$ cat config.mk
export PLATFORM = sky130hd
export DESIGN_NAME = pipeline_hazard_controller
export DESIGN_NICKNAME = d
export VERILOG_FILES = /design/src/rtl/pipeline_hazard_controller.sv
export SDC_FILE = /design/constraint.sdc
export NUM_CORES = 1
export LEC_CHECK = 0
export BUFFER_PORTS_ARGS = -buffer_cell sky130_fd_sc_hd__buf_4
export CAP_MARGIN = 20
export CORE_ASPECT_RATIO = 0.6
export CORE_MARGIN = 2
export CORE_UTILIZATION = 37
export CTS_CLUSTER_DIAMETER = 150
export DETAILED_ROUTE_END_ITERATION = 12
export PLACE_DENSITY_LB_ADDON = 0.08
export SYNTH_ARGS = -nofsm -noshare
export SYNTH_HDL_FRONTEND = slang
export SYNTH_SLANG_ARGS = --single-unit
$ cat constraint.sdc
create_clock -name clk -period 2.6 [get_ports clk]
set_input_delay 0.39 -clock clk [delete_from_list [all_inputs] [get_ports clk]]
set_output_delay 0.39 -clock clk [all_outputs]
set_load 0.03 [all_outputs]
$ cat src/rtl/pipeline_hazard_controller.sv
// Central hazard/sequencing controller for the 5-stage pipeline: load-use stalls,
// branch flushes, memory freezes, halt drain, and saturating stall/flush counters.
module pipeline_hazard_controller #(
  parameter int unsigned DRAIN_CYCLES = 4,
  parameter int unsigned CNT_W        = 32
) (
  input  logic             clk,
  input  logic             rst,
  input  logic [4:0]       ifid_rs1,
  input  logic [4:0]       ifid_rs2,
  input  logic             ifid_uses_rs1,
  input  logic             ifid_uses_rs2,
  input  logic [4:0]       idex_rd,
  input  logic             idex_mem_read,
  input  logic             pc_src,
  input  logic             mem_busy,
  input  logic             halt_req,
  output logic             PC_write,
  output logic             ifid_write,
  output logic             ctrl_hazard,
  output logic             flush_ifid,
  output logic             flush_idex,
  output logic             flush_exmem,
  output logic             pipe_en,
  output logic             halted,
  output logic [CNT_W-1:0] stall_count,
  output logic [CNT_W-1:0] flush_count
);

  localparam int unsigned DW = $clog2(DRAIN_CYCLES) + 1;

  typedef enum logic [1:0] {RUN, DRAIN, HALTED} state_t;

  state_t        state, state_nxt;
  logic [DW-1:0] drain_cnt, drain_nxt;
  logic          lu;
  logic          stall_inc, flush_inc;

  assign lu = idex_mem_read && (idex_rd != 5'd0) &&
              ((ifid_uses_rs1 && (ifid_rs1 == idex_rd)) ||
               (ifid_uses_rs2 && (ifid_rs2 == idex_rd)));

  always_comb begin
    state_nxt   = state;
    drain_nxt   = drain_cnt;
    stall_inc   = 1'b0;
    flush_inc   = 1'b0;
    PC_write    = 1'b0;
    ifid_write  = 1'b0;
    ctrl_hazard = 1'b0;
    flush_ifid  = 1'b0;
    flush_idex  = 1'b0;
    flush_exmem = 1'b0;
    pipe_en     = 1'b0;
    halted      = 1'b0;
    if (rst) begin
      ctrl_hazard = 1'b1;
    end else begin
      unique case (state)
        HALTED: begin
          ctrl_hazard = 1'b1;
          halted      = 1'b1;
        end
        default: begin
          if (mem_busy) begin
            stall_inc = 1'b1;
          end else if (pc_src) begin
            // A taken branch also squashes a younger halting instruction mid-drain.
            flush_ifid  = 1'b1;
            flush_idex  = 1'b1;
            flush_exmem = 1'b1;
            PC_write    = 1'b1;
            ifid_write  = 1'b1;
            pipe_en     = 1'b1;
            flush_inc   = 1'b1;
            state_nxt   = RUN;
            drain_nxt   = '0;
          end else if (state == DRAIN) begin
            ctrl_hazard = 1'b1;
            pipe_en     = 1'b1;
            if (drain_cnt == '0) state_nxt = HALTED;
            else                 drain_nxt = drain_cnt - 1'b1;
          end else if (halt_req) begin
            ctrl_hazard = 1'b1;
            pipe_en     = 1'b1;
            state_nxt   = DRAIN;
            drain_nxt   = DW'(DRAIN_CYCLES - 1);
          end else if (lu) begin
            ctrl_hazard = 1'b1;
            pipe_en     = 1'b1;
            stall_inc   = 1'b1;
          end else begin
            PC_write   = 1'b1;
            ifid_write = 1'b1;
            pipe_en    = 1'b1;
          end
        end
      endcase
    end
  end

  always_ff @(posedge clk or posedge rst) begin
    if (rst) begin
      state       <= RUN;
      drain_cnt   <= '0;
      stall_count <= '0;
      flush_count <= '0;
    end else begin
      state     <= state_nxt;
      drain_cnt <= drain_nxt;
      if (stall_inc && (stall_count != '1)) stall_count <= stall_count + 1'b1;
      if (flush_inc && (flush_count != '1)) flush_count <= flush_count + 1'b1;
    end
  end

endmodule

==> summary.md, run 1 <==
| Metric | Value |
|---|---|
| Largest net degree at the start of global routing | `70` |
| Initial Utilization | `38.23%` |
| First-pass DRT Iterations | `5` |
| Area of the mapped netlist | `3777 um2` |
| Syn Area/Cell | `10.67 um2` |
| Required @ worst endpoint | `2.81 ns` |
| Sw Ratio | `29.86%` |
| # rows | `28` |
| DP Wirelength | `6459 um` |
| Initial antenna violation count | `0` |
| Layout area overhead | `31.17%` |
| Max Clk Rate | `446.6 MHz` |
| Worst VDD drop | `306.5 uV` |
| Crit Path Max Fanout | `8` |
| Clock buffer depth | `2` |
| Int Pwr | `0.002413 W` |
| PortBufs | `94` |
| Worst Max-Slew Pin Slew | `0.8971 ns` |
| Post_cts resized | `0` |
| Pwr Density | `694.3 nW/um2` |
| Top_reg_cell synth | `dfrtp_1` |
| Yosys cell types | `56` |
| Worst r2r src | `state[1]` |
| Logic gate share of total power | `20.7%` |
| Fin worst setup slack | `0.3608 ns` |
| Fin crit share | `86.12%` |
| DRT iter0 DRCs | `198` |
| CP startpoint | `state[1]` |
| CTS tree | `yes` |
| Drt total wl | `8829 um` |
| Crit path arrival time | `2.45 ns` |
| CTS sink count | `69` |
| Fraction of layout cells with a size suffix above 1 | `32.24%` |
| Via count | `2985` |
| DIE AREA | `11060 um2` |
| Die X | `134.4 um` |
| Root buffer cell | `clkbuf_16` |
| Total of max-cap violations | `0` |
| Yosys warning count | `0` |
| Fin crit period | `2.239 ns` |
| H-tree depth | `3` |
| Yosys reg bits | `69` |
| Post-synth ARST share | `100.0%` |
| Vias in the first global route | `2768` |
| Total congestion overflow | `0` |
| CP Class | `reg2reg` |
| Hold Buf Count CTS | `0` |
| Antenna Diode Count | `0` |
| Synth Net Count | `381` |
| Unrepaired setup endpoints after global routing | `no` |
| Critical Path End Type | `flop` |
| Final Slew Violations | `0` |
| Die Height | `82.27 um` |
| Clock Latency Late Sink | `0.33 ns` |
| Pre-CTS setup slack | `0.3310 ns` |
| Final Setup Violations | `0` |
| Setup bufs post-CTS | `0` |
| Post-route ant nets | `0` |
| DRC | `0` |
| Flop pwr share | `37.9%` |
| CP Launch Type | `flop` |
| Static leakage | `2.297 nW` |
| Status | `complete, no violations` |
| Rel. slew slack | `40.19%` |
| Nets | `478` |
| IO Count | `95` |
| Gpl congestion | `0.7703` |
| Post-synth EDFFs | `0` |
| Fillers | `932` |
| Seq/Total Area, Yosys | `45.71%` |
| Hold Path Class | `in2reg` |
| TritonCTS Buffers | `9` |
| GRT Resource Usage Total | `16.77%` |
| Core area | `9879 um2` |
| Worst-path clk slew | `0.06 ns` |
| Clk pwr share | `41.3%` |
| Final setup skew | `0.006310 ns` |
| Psw | `0.001027 W` |
| Final Hold Viols | `0` |
| First-pass GRT wire length | `14350 um` |
| Hold Startpoint | `pc_src` |
| Via/cell ratio | `5.051` |
| Fin Setup TNS | `0 ns` |
| Synthesized instance count | `354` |
| Routed WL per cell | `14.94 um` |
## flip-flops by register name (all words and copies together), names as in the netlist
signal / cells
flush_count: 32
stall_count: 32
drain_cnt: 3
state: 2
## layout make-up
class / count / area, um2 / area share (%)
sequential: 69 / 1727 / 34.85
clock buffer: 9 / 225.2 / 4.545
multi-input combinational: 262 / 1919 / 38.74
inverter: 8 / 33.78 / 0.6818
clock inverter: 7 / 122.6 / 2.475
timing repair buffer: 101 / 758.2 / 15.30
tap: 135 / 168.9 / 3.409
## cell usage in the layout (no fill, tap or decap), drive strengths merged, types with 2 or more instances in the layout
master	Yosys	final
nand2	21	21
nand4	29	29
a21o	2	2
clkinvlp	0	3
ha	4	4
nor2	17	17
nor3	12	12
o21ai	3	3
clkbuf	3	9
and2	6	6
buf	12	101
bufinv	0	3
inv	8	8
and3	21	21
a21oi	4	4
xor2	14	14
and4	7	7
nor2b	3	3
or3	2	2
o22a	2	2
or4	2	2
dfrtp	69	69
nand2b	2	2
xnor2	56	56
nand3	33	33
mux2	3	3
nor4	5	5
nor4b	2	2
## synth_stat cells, drive strengths merged (2+ instances only)
library cell / instances / share of area [%]
nand2: 21 / 2.2
mux2: 3 / 0.99
nor3: 12 / 2.0
buf: 12 / 2.5
and2: 6 / 1.0
nand2b: 2 / 0.33
xor2: 14 / 3.2
nor4: 5 / 0.99
ha: 4 / 1.3
nand4: 29 / 5.1
clkbuf: 3 / 0.30
inv: 8 / 0.79
nor2b: 3 / 0.70
nand3: 33 / 4.5
xnor2: 56 / 13
nor4b: 2 / 1.3
and3: 21 / 3.6
a21oi: 4 / 0.53
and4: 7 / 1.7
or4: 2 / 0.50
o21ai: 3 / 0.50
a21o: 2 / 0.40
o22a: 2 / 0.46
or3: 2 / 0.36
nor2: 17 / 1.7
dfrtp: 69 / 46
## kinds of logic (layout without fill, tap and decap cells)
| family | count (synthesis) | after routing | share of synthesized area, % |
|---|---|---|---|
| AO/OA/AOI/OAI | 18 | 18 | 4.207 |
| XOR/XNOR | 70 | 70 | 16.43 |
| adder cells (fa/ha/maj) | 4 | 4 | 1.325 |
| buffers and inverters | 23 | 125 | 3.610 |
| flip-flops | 69 | 69 | 45.71 |
| multiplexers | 3 | 3 | 0.9935 |
| AND/OR/NAND/NOR | 167 | 167 | 27.72 |
## power groups by stage
stage / Clock (W) / Sequential [W] / Combinational [W]
6_report: 0.00142 / 0.00131 / 0.000712
5_1_grt: 0.00150 / 0.00133 / 0.000776
4_1_cts: 0.00145 / 0.00130 / 0.000721
3_5_place_dp: 0 / 0.00132 / 0.000719
3_3_place_gp: 0 / 0.00132 / 0.000710
2_1_floorplan: 0 / 0.00146 / 0.000307
## metrics by stage
stage	hold WS [ns]	cell area (um2)	std cells	power [W]	utilization (%)
2_1_floorplan	0.4817	3786	354	0.001768	-
3_5_place_dp	0.4861	4607	575	0.002043	46.63
3_3_place_gp	0.4810	4607	575	0.002031	46.63
5_1_grt	0.3302	4955	591	0.003605	50.15
6_report	0.3374	4955	591	0.003440	50.15
4_1_cts	0.3253	4955	591	0.003477	50.15
## critical path: stages, from the launching register on
cell      delay (ns)
dfrtp_1         0.45
nor2b_4         0.18
nor4b_4         0.51
nand3_2         0.19
a311oi_4        0.47
nand4_1         0.17
xnor2_1         0.15
## per-layer routing
layer	track usage [%]	vias to the layer above	wire [um]
li1	-	1457	-
met1	25.26	1427	4648
met2	23.01	94	3528
met3	4.701	7	586
met4	5.158	0	65
met5	0	-	0
## path summary, 6_finish.rpt
kind / slack [ns] / end / cells after the start
min reg2reg: 0.49 / flush_count[28] / 1
min in group asynchronous: 0.42 / flush_count[0] / 3
max in group asynchronous: 1.58 / flush_count[15] / 3
max: 0.36 / flush_count[27] / 6
min: 0.34 / state[0] / 2
max reg2reg: 0.36 / flush_count[27] / 6
Power figures use the tool's default switching activity.
==> run 2, diff against run 1 <==
- BUFFER_PORTS_ARGS: -buffer_cell sky130_fd_sc_hd__buf_4 -> not set
- DONT_BUFFER_PORTS: not set -> 1
==> run 2 against run 1 <==
Effect of this change: flip-flop and latch count stayed put; clock power is 17% lower; combinational power is 11% lower; register-to-register slack better by 0.02 ns; setup slack better by 0.020 ns; sequential share of layout area is 3.3 points higher; first-iteration DRC count is 32% lower; critical path depth is 1 lower; critical path type unchanged; critical endpoint is now flush_count[1].
==> summary.md, run 2 (synthesized netlist as in run 1, its figures left out) <==
| Metric | Value |
|---|---|
| Gpl congestion | `0.7498` |
| Setup bufs post-CTS | `0` |
| CP max stage delay | `0.54 ns` |
| Clock Latency Late Sink | `0.33 ns` |
| Hold Buf Count CTS | `0` |
| Fin worst setup slack | `0.3805 ns` |
| Final Slew Violations | `0` |
| Clock buffer depth | `2` |
| Root buffer cell | `clkbuf_16` |
| Static leakage | `2.015 nW` |
| Critical path buffers and inverters | `0` |
| Grt met2 use | `23.98%` |
| First-pass DRT Iterations | `4` |
| Grt peak-use layer | `met1` |
| Via/cell ratio | `5.167` |
| Worst r2r src | `flush_count[17]` |
| CP Launch Type | `flop` |
| Initial antenna violation count | `0` |
| FF/Latch Area | `1727 um2` |
| Post-route ant nets | `0` |
| Antenna Diode Count | `0` |
| TritonCTS Buffers | `9` |
| Unrepaired setup endpoints after global routing | `no` |
| DP Wirelength | `6759 um` |
| Final setup skew | `0.006707 ns` |
| CP startpoint | `flush_count[17]` |
| Worst Max-Slew Pin Slew | `0.8841 ns` |
| CP Class | `reg2reg` |
| Status | `complete, no violations` |
| First-pass GRT wire length | `14870 um` |
| Multi-input combinational cell area | `1919 um2` |
| IO Count | `95` |
| PortBufs | `0` |
| Most frequent cells in the layout | `69 x dfrtp_1, 55 x xnor2_1, 47 x buf_4` |
| Worst-path clk slew | `0.05 ns` |
| DRC | `0` |
| Crit Path Max Fanout | `9` |
| Final Setup Violations | `0` |
| DRT iter0 DRCs | `135` |
| Reg2Reg Capture Point | `flush_count[1]` |
| Grt met1 use | `25.52%` |
| CTS sink count | `69` |
| Total of max-cap violations | `0` |
| Worst reg-to-reg path cell count | `5` |
| Die Height | `82.27 um` |
| Pwr Density | `691.6 nW/um2` |
| Vias in the first global route | `2783` |
| Largest net degree at the start of global routing | `70` |
| Largest registers | `flush_count x32, stall_count x32, drain_cnt x3` |
| Fin crit period | `2.220 ns` |
| Crit path to | `flush_count[1]` |
| DIE AREA | `11060 um2` |
| Worst VDD drop | `279.6 uV` |
| Total Power Consumption | `0.003131 W` |
| Rel. slew slack | `41.06%` |
| Max Clk Rate | `450.5 MHz` |
| CTS tree | `yes` |
| Crit path arrival time | `2.43 ns` |
| Initial Utilization | `38.23%` |
| Nets | `426` |
| Layout area overhead | `19.84%` |
| Post_cts resized | `0` |
| M3 GR Usage | `6.349%` |
| Most common cell after layout, fill and taps aside | `dfrtp_1` |
| R2R Setup Slk | `0.38 ns` |
| Via count | `2785` |
| Pre-CTS setup slack | `0.3727 ns` |
| Core area | `9879 um2` |
| Critical Path End Type | `flop` |
| Total congestion overflow | `0` |
| CP top delay family | `simple AND/OR/NAND/NOR gates` |
| Hold Path Class | `in2reg` |
| Hold slack final | `0.1607 ns` |
| WP depth | `5` |
| Cell Chain, Critical Path | `and4_1, nand4_2, nand4bb_4, o31a_1, mux2_4` |
| Drt total wl | `9055 um` |
| Final Hold Viols | `0` |
| Fin Setup TNS | `0 ns` |
| Routed WL per cell | `16.80 um` |
| Fraction of layout cells with a size suffix above 1 | `22.77%` |
| Fin crit share | `85.37%` |
| Fillers | `965` |
| Crit path max-delay cell type | `dfrtp_1` |
| GRT Resource Usage Total | `17.61%` |
| Die X | `134.4 um` |
| # rows | `28` |
| H-tree depth | `3` |
| Required @ worst endpoint | `2.81 ns` |
[run 2: routing by layer]
metal / routed length, um / part of all wire, %
met5: 0 / 0
met4: 98 / 1.1
met3: 631 / 7.0
met2: 3608 / 40
met1: 4716 / 52
[run 2: metrics by stage]
stage | utilization, % | cell area (um2) | cells
2_1_floorplan | - | 3786 | 354
4_1_cts | 45.82 | 4527 | 539
6_report | 45.82 | 4527 | 539
5_1_grt | 45.82 | 4527 | 539
3_3_place_gp | 42.93 | 4242 | 523
3_5_place_dp | 42.93 | 4242 | 523
[run 2: power by group]
group	internal, W	switching [W]
combinational	0.000248	0.000387
clock	0.000741	0.000437
sequential	0.00117	0.000145
total	0.00216	0.000968
[run 2: final cells by class]
| cell class | instances | area share (%) |
|---|---|---|
| Clock buffer | 12 | 5.224 |
| Clock inverter | 4 | 1.078 |
| Inverter | 8 | 0.7463 |
| Multi-Input combinational cell | 262 | 42.40 |
| Sequential cell | 69 | 38.14 |
| Tap cell | 135 | 3.731 |
| Timing Repair Buffer | 49 | 8.679 |
[run 2: worst min-delay path by stage]
stage          slack, ns      endpoint  depth (start not counted)         start
3_3_place_gp        0.49      state[0]                          1        pc_src
2_1_floorplan       0.48  drain_cnt[1]                          1  drain_cnt[1]
3_5_place_dp        0.50  drain_cnt[1]                          1  drain_cnt[1]
5_1_grt             0.16  drain_cnt[2]                          1        pc_src
4_1_cts             0.15  drain_cnt[2]                          1        pc_src
6_report            0.16  drain_cnt[2]                          1        pc_src
